`src/rtl/grid_spi_target_if.sv`:
```
// grid_spi_target_if: SPI bus lines between controller and target
interface grid_spi_target_if;
  logic sclk;
  logic ss_n;
  logic mosi;
  logic miso;
  modport master (output sclk, ss_n, mosi, input miso);
  modport slave (input sclk, ss_n, mosi, output miso);
endinterface

```
`src/rtl/grid_spi_target.sv`:
```
// grid_spi_target: SPI mode-0 target returning one playfield row per read command
module grid_spi_target #(
  parameter int NUM_ROWS = 20,
  parameter int ROW_W = 10
) (
  input  logic                      clk,
  input  logic                      reset_n,
  input  logic [NUM_ROWS*ROW_W-1:0] grid_state,
  grid_spi_target_if.slave          spi,
  output logic                      cmd_valid,
  output logic [7:0]                cmd_byte,
  output logic                      busy
);
  typedef enum logic [2:0] {IDLE, CMD, DATA_HI, DATA_LO, DONE} state_t;
  state_t state, state_n;
  logic [1:0] sclk_s, ss_s, mosi_s;
  logic sclk_q, ss_q;
  logic [2:0] bit_cnt;
  logic [7:0] rx, tx, cmd_next;
  logic [15:0] word, word_next;
  logic [ROW_W-1:0] row_bits;
  logic row_ok, sclk_rise, sclk_fall, ss_fall, ss_high, byte_done;
  always_comb begin
    sclk_rise = sclk_s[1] & ~sclk_q;
    sclk_fall = ~sclk_s[1] & sclk_q;
    ss_fall = ~ss_s[1] & ss_q;
    ss_high = ss_s[1];
    byte_done = sclk_rise && bit_cnt == 3'd7 && !ss_high;
    cmd_next = {rx[6:0], mosi_s[1]};
    row_bits = '0;
    row_ok = 1'b0;
    for (int i = 0; i < NUM_ROWS; i++)
      if (cmd_next[4:0] == 5'(i)) begin
        row_bits = grid_state[i*ROW_W +: ROW_W];
        row_ok = 1'b1;
      end
    word_next = !cmd_next[7] ? 16'h0000 : row_ok ? 16'(row_bits) : 16'hFFFF;
    state_n = state;
    if (state == IDLE) state_n = ss_fall ? CMD : IDLE;
    else if (ss_high) state_n = IDLE;
    else if (byte_done) state_n = state == CMD ? DATA_HI : state == DATA_HI ? DATA_LO : DONE;
    busy = state != IDLE;
  end
  always_ff @(posedge clk or negedge reset_n)
    if (!reset_n) state <= IDLE;
    else state <= state_n;
  // ss_n deassertion outranks a coincident SCLK edge, so that bit is dropped
  always_ff @(posedge clk or negedge reset_n)
    if (!reset_n) begin
      sclk_s <= '0;
      ss_s <= '0;
      mosi_s <= '0;
      sclk_q <= 1'b0;
      ss_q <= 1'b0;
      bit_cnt <= '0;
      rx <= '0;
      tx <= '0;
      word <= '0;
      cmd_valid <= 1'b0;
      cmd_byte <= '0;
    end else begin
      sclk_s <= {sclk_s[0], spi.sclk};
      ss_s <= {ss_s[0], spi.ss_n};
      mosi_s <= {mosi_s[0], spi.mosi};
      sclk_q <= sclk_s[1];
      ss_q <= ss_s[1];
      cmd_valid <= state == CMD && byte_done;
      if (state == CMD && byte_done) begin
        cmd_byte <= cmd_next;
        word <= word_next;
      end
      if (state == IDLE || ss_high) begin
        bit_cnt <= '0;
        rx <= '0;
        tx <= '0;
      end else begin
        if (sclk_rise) begin
          bit_cnt <= bit_cnt + 3'd1;
          if (state == CMD) rx <= cmd_next;
        end
        if (sclk_fall)
          tx <= bit_cnt != 3'd0 ? {tx[6:0], 1'b0} :
                state == DATA_HI ? word[15:8] : state == DATA_LO ? word[7:0] : 8'h00;
      end
    end
  assign spi.miso = tx[7] & ~spi.ss_n;
endmodule

```
`src/flat_wrapper.sv`:
```
// flat-port wrapper written by rule: the top's interface ports become plain ports
module grid_spi_target_flat 
#(
  parameter int NUM_ROWS = 20,
  parameter int ROW_W = 10
)
  (clk, reset_n, grid_state, cmd_valid, cmd_byte, busy, spi_sclk, spi_ss_n, spi_mosi, spi_miso);
  grid_spi_target_if spi_i ();
  input  logic clk;
  input  logic reset_n;
  input  logic [NUM_ROWS*ROW_W-1:0] grid_state;
  output logic cmd_valid;
  output logic [7:0] cmd_byte;
  output logic busy;
  input wire logic [$bits(spi_i.sclk)-1:0] spi_sclk;
  input wire logic [$bits(spi_i.ss_n)-1:0] spi_ss_n;
  input wire logic [$bits(spi_i.mosi)-1:0] spi_mosi;
  output wire logic [$bits(spi_i.miso)-1:0] spi_miso;
  assign spi_i.sclk = spi_sclk;
  assign spi_i.ss_n = spi_ss_n;
  assign spi_i.mosi = spi_mosi;
  assign spi_miso = spi_i.miso;
  grid_spi_target #(.NUM_ROWS(NUM_ROWS), .ROW_W(ROW_W)) u_core (.clk(clk), .reset_n(reset_n), .grid_state(grid_state), .spi(spi_i), .cmd_valid(cmd_valid), .cmd_byte(cmd_byte), .busy(busy));
endmodule
```
`config.mk`:
```
export PLATFORM = sky130hd
export DESIGN_NAME = grid_spi_target_flat
export DESIGN_NICKNAME = d
export VERILOG_FILES = /design/src/rtl/grid_spi_target_if.sv /design/src/rtl/grid_spi_target.sv /design/src/flat_wrapper.sv
export SDC_FILE = /design/constraint.sdc
export NUM_CORES = 1
export LEC_CHECK = 0
export ABC_AREA = 0
export BUFFER_PORTS_ARGS = -buffer_cell sky130_fd_sc_hd__buf_2
export CAP_MARGIN = 20
export CORE_UTILIZATION = 50
export CTS_BUF_LIST = sky130_fd_sc_hd__clkbuf_4 sky130_fd_sc_hd__clkbuf_8
export DETAILED_ROUTE_END_ITERATION = 8
export GPL_ROUTABILITY_DRIVEN = 0
export GPL_TIMING_DRIVEN = 0
export PLACE_DENSITY = 0.89
export SYNTH_ARGS = -nofsm -noshare
export SYNTH_HDL_FRONTEND = slang
export SYNTH_SLANG_ARGS = --single-unit
```
`constraint.sdc`:
```
create_clock -name clk -period 4.2 [get_ports clk]
set_input_delay 0.84 -clock clk [delete_from_list [all_inputs] [get_ports clk]]
set_output_delay 0.84 -clock clk [all_outputs]
set_load 0.03 [all_outputs]
```
==> results of run 1 <==
-- layout by cell type (no fill, tap or decap), types with 4 or more instances in the layout --
cell,instances
nand3_1,12
o31ai_1,7
inv_1,12
a221oi_1,8
nor3_1,17
a211oi_1,6
clkbuf_8,6
dfrtp_1,49
buf_1,9
nand3b_1,5
mux2_2,7
o22ai_1,9
a21oi_1,71
buf_2,221
nor2_1,52
nor3b_1,4
clkbuf_1,30
a22oi_1,6
a2111oi_0,4
or3_1,13
nand4_1,4
o21ai_0,37
nand2_1,73
a221o_1,5
mux2i_1,22
a21o_1,4
nand2b_1,12
a31oi_1,9
nor2b_1,14
o32ai_1,5
-- state kept, by name (all words and copies together) (netlist names) --
register	count
u_core.bit_cnt	3
u_core.cmd_byte	8
u_core.cmd_valid	1
u_core.mosi_s	2
u_core.rx	7
u_core.sclk_q	1
u_core.sclk_s	2
u_core.ss_q	1
u_core.ss_s	2
u_core.state	3
u_core.tx	8
u_core.word	11
-- routing by layer --
layer | global-route usage | up-vias | share of wire
li1 | - | 2614 | -
met1 | 0.518 | 2760 | 0.32
met3 | 0.135 | 229 | 0.16
met5 | 0 | - | 0
met2 | 0.687 | 700 | 0.42
met4 | 0.317 | 0 | 0.095
-- power by group through the flow --
stage / sequential (W) / combinational, W / clock (W)
2_1_floorplan: 0.000491 / 0.0000947 / 0
3_3_place_gp: 0.000492 / 0.000239 / 0
3_5_place_dp: 0.000493 / 0.000241 / 0
4_1_cts: 0.000483 / 0.000243 / 0.000357
5_1_grt: 0.000484 / 0.000269 / 0.000379
6_report: 0.000483 / 0.000259 / 0.000358
-- layout make-up --
class,count,area share
clock inverter,1,0.00523
antenna,1,0.000435
sequential,49,0.213
multi-input combinational,473,0.506
buffer,48,0.0366
clock buffer,7,0.0157
inverter,14,0.00936
timing repair buffer,216,0.191
tap,105,0.0229
-- metrics by stage --
stage / hold slack, ns / setup WS (ns) / util / cells
global route: 0.365 / 0.550 / 0.686 / 914
CTS: 0.361 / 0.900 / 0.683 / 912
detailed placement: 0.336 / 0.933 / 0.669 / 904
floorplan: 0.331 / 1.91 / - / 584
finish: 0.356 / 0.502 / 0.686 / 914
global placement: 0.334 / 0.887 / 0.669 / 904
-- synthesized netlist by cell type (4+ instances only) --
cell type  instances  area share
clkbuf_1          30       0.026
mux2i_1           22       0.050
o32ai_1            5       0.010
nand4_1            4      0.0057
buf_2              6      0.0068
inv_1             12       0.010
nor3_1            17       0.019
a22oi_1            6       0.010
a221o_1            5       0.011
a221oi_1           8       0.016
a31oi_1            9       0.013
nand3b_1           5      0.0085
a21o_1             4      0.0068
nand3_1           12       0.014
nand2_1           73       0.062
nand2b_1          12       0.017
a211oi_1           6       0.010
o22ai_1            9       0.013
a2111oi_0          4      0.0080
nor2b_1           14       0.020
or3_1             13       0.018
nor3b_1            4      0.0068
o21ai_0           37       0.042
mux2_2             7       0.018
buf_1              9      0.0077
nor2_1            52       0.044
o31ai_1            7       0.012
a21oi_1           71       0.081
dfrtp_1           49        0.28
-- path summary, 6_finish.rpt --
path / start / end / slack [ns] / depth (start not counted)
setup / recovery: u_core.rx[0]$_DFFE_PN0P_ / u_core.word[1]$_DFFE_PN0P_ / 0.50 / 7
hold / removal: u_core.sclk_s[0]$_DFF_PN0_ / u_core.sclk_s[1]$_DFF_PN0_ / 0.36 / 0
setup reg to reg: u_core.rx[0]$_DFFE_PN0P_ / u_core.word[1]$_DFFE_PN0P_ / 0.50 / 7
hold reg to reg: u_core.sclk_s[0]$_DFF_PN0_ / u_core.sclk_s[1]$_DFF_PN0_ / 0.36 / 0
max in group asynchronous: reset_n / u_core.word[8]$_DFFE_PN0P_ / 3.37 / 2
min in group asynchronous: reset_n / u_core.cmd_byte[6]$_DFFE_PN0P_ / 0.37 / 1
-- kinds of logic after synthesis --
kind of cell / after synthesis / share of synthesized area
mux: 32 / 0.0834
buf+inv: 62 / 0.0600
simple gates: 228 / 0.258
fa+ha+maj: 3 / 0.00854
xor+xnor: 2 / 0.00398
compound gates: 208 / 0.307
flops: 49 / 0.279
==> flow_metrics.env, run 1 <==
export IMPL_dieArea_mm2=0.00917
export IMPL_synth_nets=792
export IMPL_cellLeakagePower_nw=2.61
export IMPL_drc=1
export IMPL_status="complete, but fails checks"
export IMPL_synth_edf_count=0
export IMPL_die_y_um=95.8
export IMPL_cp_top_family="buffers and inverters"
export IMPL_rsz0062_at_grt="no"
export IMPL_finalWirelength_mm=20.1
export IMPL_coreArea_mm2=0.00838
export IMPL_finalHoldViolCount=0
export IMPL_synthArstFlopShare=1.00
export IMPL_fill_cells=744
export IMPL_crit_path_max_incr_delay_ns=1.08
export IMPL_antenna_found_initial=1
export IMPL_slew_headroom=0.173
export IMPL_critical_path_class="reg -> reg"
export IMPL_cts_tree="yes"
export IMPL_grt_max_degree=50
export IMPL_cellPowerDensity_mw_per_mm2=191
export IMPL_drive_above_1_share=0.314
export IMPL_numCtsBuffers=5
export IMPL_worst_path_max_delay_cell="a2111oi_0"
export IMPL_synthesis_area_mm2=0.00440
export IMPL_arrival_ns=3.85
export IMPL_path_cells="buf_2 > buf_1 > clkbuf_1 > mux2i_1 > o21ai_0 > a2111oi_0 > o31ai_1"
export IMPL_wl_per_cell_um=22.0
export IMPL_via_per_inst=6.90
export IMPL_dp_hpwl_mm=15.3
export IMPL_start_util=0.525
export IMPL_min_period_ns=3.70
export IMPL_num_rows=33
export IMPL_critPathBufInv=3
export IMPL_die_w_um=95.8
export IMPL_portBuffers=215
export IMPL_slew_violations=0
export IMPL_power_w=0.00110
export IMPL_tns_ns=0
export IMPL_fin_skew_ns=0.00492
export IMPL_cts_resized=0
export IMPL_synth_cell_type_count=71
export IMPL_tightest_slew_ns=1.21
export IMPL_clockBufferDepth=2
export IMPL_crit_path_start_kind="flop"
export IMPL_clock_sinks=49
export IMPL_overflow=0
export IMPL_violations="DRC"
export IMPL_drt_iter0_markers=1176
export IMPL_worstPathRequired_ns=4.35
export IMPL_pwr_share_seq=0.440
export IMPL_end_kind="flop"
export IMPL_stdcell_area_mm2=0.00575
export IMPL_yosysWarnings=0
export IMPL_placed_area_mm2=0.00560
export IMPL_multiInputGateArea_mm2=0.00291
export IMPL_nets=1015
export IMPL_cts_setup_buffers=0
export IMPL_combPwrFrac=0.235
export IMPL_clkTransAtPathRegs_ns=0.09
export IMPL_cp_max_fo=10
export IMPL_synth_flop_cell="dfrtp_1"
export IMPL_period_share=0.880
export IMPL_cts_htree_levels=2
export IMPL_yosysSeqAreaShare=0.279
export IMPL_grt_pass1_vias=6003
export IMPL_switchingPower_w=0.000300
export IMPL_root_buffer="clkbuf_8"
export IMPL_ant_nets=0
export IMPL_switching_share=0.273
export IMPL_grt_pass1_wl_mm=30.2
export IMPL_seq_area_mm2=0.00123
export IMPL_syn2layout_area_growth_pct=30.7
export IMPL_synthesis_area_per_instance_um2=7.53
export IMPL_clkPwrFrac=0.325
export IMPL_grtUsageTotal=0.443
export IMPL_hold_buffers=0
export IMPL_max_clock_freq_mhz=270
export IMPL_netlist_instances=584
export IMPL_ys_ff_latch=49
export IMPL_firstDrtPassIters=9
export IMPL_cap_violations=0
export IMPL_vias=6303
export IMPL_io_pins=216
export IMPL_insertion_delay_ns=0.31
export IMPL_max_vdd_ir_drop_mv=0.159
export IMPL_p_int_w=0.000799
export IMPL_setup_viol=0
export IMPL_holdCritPathClass="reg -> reg"
Power figures use the tool's default switching activity.
==> inputs of run 2 (changes only) <==
--- a/config.mk
+++ b/config.mk
@@ -8,6 +8,7 @@
 export ABC_AREA = 0
 export BUFFER_PORTS_ARGS = -buffer_cell sky130_fd_sc_hd__buf_2
 export CAP_MARGIN = 20
+export CORE_MARGIN = 2
 export CORE_UTILIZATION = 50
 export CTS_BUF_LIST = sky130_fd_sc_hd__clkbuf_4 sky130_fd_sc_hd__clkbuf_8
 export DETAILED_ROUTE_END_ITERATION = 8
==> constraint.sdc (replaced) <==
create_clock -name clk -period 4.3 [get_ports clk]
set_input_delay 0.86 -clock clk [delete_from_list [all_inputs] [get_ports clk]]
set_output_delay 0.86 -clock clk [all_outputs]
set_load 0.03 [all_outputs]
==> flow_metrics.env, run 2 (same netlist as run 1, synthesis figures left out) <==
export IMPL_finalWirelength_mm=20.4
export IMPL_rsz0062_at_grt="no"
export IMPL_grtUsageTotal=0.409
export IMPL_crit_path_start_kind="flop"
export IMPL_die_y_um=97.8
export IMPL_drive_above_1_share=0.314
export IMPL_grt_pass1_wl_mm=30.8
export IMPL_most_common_layout_cells="221 x buf_2, 73 x nand2_1, 71 x a21oi_1, 52 x nor2_1, 49 x dfrtp_1"
export IMPL_wl_per_cell_um=22.2
export IMPL_cellPowerDensity_mw_per_mm2=174
export IMPL_period_share=0.771
export IMPL_dp_hpwl_mm=15.4
export IMPL_whs_ns=0.358
export IMPL_cts_tree="yes"
export IMPL_arrival_ns=3.48
export IMPL_clkTransAtPathRegs_ns=0.09
export IMPL_cts_resized=0
export IMPL_final_util=0.662
export IMPL_cap_violations=0
export IMPL_holdCritPathClass="reg -> reg"
export IMPL_status="complete, but fails checks"
export IMPL_drc=88
export IMPL_grt_max_degree=50
export IMPL_portBuffers=215
export IMPL_numCtsBuffers=5
export IMPL_root_buffer="clkbuf_8"
export IMPL_grt_pass1_vias=5994
export IMPL_overflow=0
export IMPL_worstPathRequired_ns=4.47
export IMPL_largestRegisters="u_core.word: 11 flops, u_core.cmd_byte: 8 flops, u_core.tx: 8 flops"
export IMPL_slew_headroom=0.261
export IMPL_antenna_found_initial=0
export IMPL_nets=1015
export IMPL_syn2layout_area_growth_pct=30.0
export IMPL_max_flop_register="u_core.word"
export IMPL_die_w_um=97.8
export IMPL_cellLeakagePower_nw=2.60
export IMPL_max_vdd_ir_drop_mv=0.133
export IMPL_hold_buffers=0
export IMPL_cts_htree_levels=2
export IMPL_vias=6243
export IMPL_end_kind="flop"
export IMPL_fill_cells=794
export IMPL_clock_sinks=49
export IMPL_fin_skew_ns=0.00588
export IMPL_io_pins=216
export IMPL_firstDrtPassIters=9
export IMPL_max_clock_freq_mhz=302
export IMPL_min_period_ns=3.32
export IMPL_setup_viol=0
export IMPL_start_util=0.509
export IMPL_clockBufferDepth=2
export IMPL_drt_iter0_markers=1041
export IMPL_tns_ns=0
export IMPL_placed_area_mm2=0.00561
export IMPL_diodes=0
export IMPL_coreArea_mm2=0.00864
export IMPL_critical_path_class="reg -> reg"
export IMPL_num_rows=34
export IMPL_violations="DRC"
export IMPL_ant_nets=0
export IMPL_dieArea_mm2=0.00956
export IMPL_cts_setup_buffers=0
export IMPL_stdcell_area_mm2=0.00571
export IMPL_via_per_inst=6.82
export IMPL_finalHoldViolCount=0
export IMPL_slew_violations=0
export IMPL_tightest_slew_ns=1.09
export IMPL_mostFrequentLayoutCell="buf_2"
export IMPL_largest_register_ff_count=11
export IMPL_power_w=0.000994
export IMPL_insertion_delay_ns=0.30
export IMPL_cp_max_fo=10
-- run 2: changes by cell type in the layout (fill, tap and decap cells not counted) --
cell,previous run,this run
bufinv_16,1,0
clkbuf_8,6,5
clkinv_2,1,3
diode_2,1,0
-- run 2: report_power, final --
| part | internal [W] | leakage (nW) | switching [W] |
|---|---|---|---|
| combinational | 0.000118 | 1.89 | 0.000135 |
| sequential | 0.000467 | 0.662 | 0.00000554 |
| clock | 0.000119 | 0.0484 | 0.000150 |
-- run 2: routing by layer --
layer,share of wire,GRT usage
met4,0.085,0.246
met2,0.44,0.651
met3,0.15,0.121
met5,0,0
met1,0.32,0.490
-- run 2: path summary, 6_finish.rpt --
kind                                       startpoint                        endpoint  slack, ns  depth (start not counted)
max reg2reg                  u_core.rx[0]$_DFFE_PN0P_      u_core.word[1]$_DFFE_PN0P_       0.98                          7
min reg2reg                u_core.mosi_s[0]$_DFF_PN0_      u_core.mosi_s[1]$_DFF_PN0_       0.36                          0
max                          u_core.rx[0]$_DFFE_PN0P_      u_core.word[1]$_DFFE_PN0P_       0.98                          7
max in group asynchronous                     reset_n      u_core.mosi_s[1]$_DFF_PN0_       3.47                          2
min                        u_core.mosi_s[0]$_DFF_PN0_      u_core.mosi_s[1]$_DFF_PN0_       0.36                          0
min in group asynchronous                     reset_n  u_core.cmd_byte[4]$_DFFE_PN0P_       0.38                          1
-- run 2: critical path, cell delays in order, from the launching register on --
cell	delay, ns
dfrtp_1	0.40
buf_2	0.25
buf_1	0.59
clkbuf_1	0.65
mux2i_1	0.25
o21ai_0	0.13
a2111oi_0	0.79
o31ai_1	0.12
-- run 2: per-stage QoR --
step | setup slack, ns | cells
CTS | 1.29 | 915
global route | 1.00 | 916
finish | 0.984 | 916
global placement | 1.30 | 907
detailed placement | 1.32 | 907
floorplan | 2.01 | 584
-- run 2: final cells by class --
cell class,count,area [um2],area share
clock inverter,2,10.0,0.00175
sequential,49,1230,0.215
tap,108,135,0.0236
clock buffer,6,76.3,0.0134
multi-input combinational,473,2910,0.509
buffer,48,210,0.0368
timing repair buffer,216,1100,0.192
inverter,14,53.8,0.00942
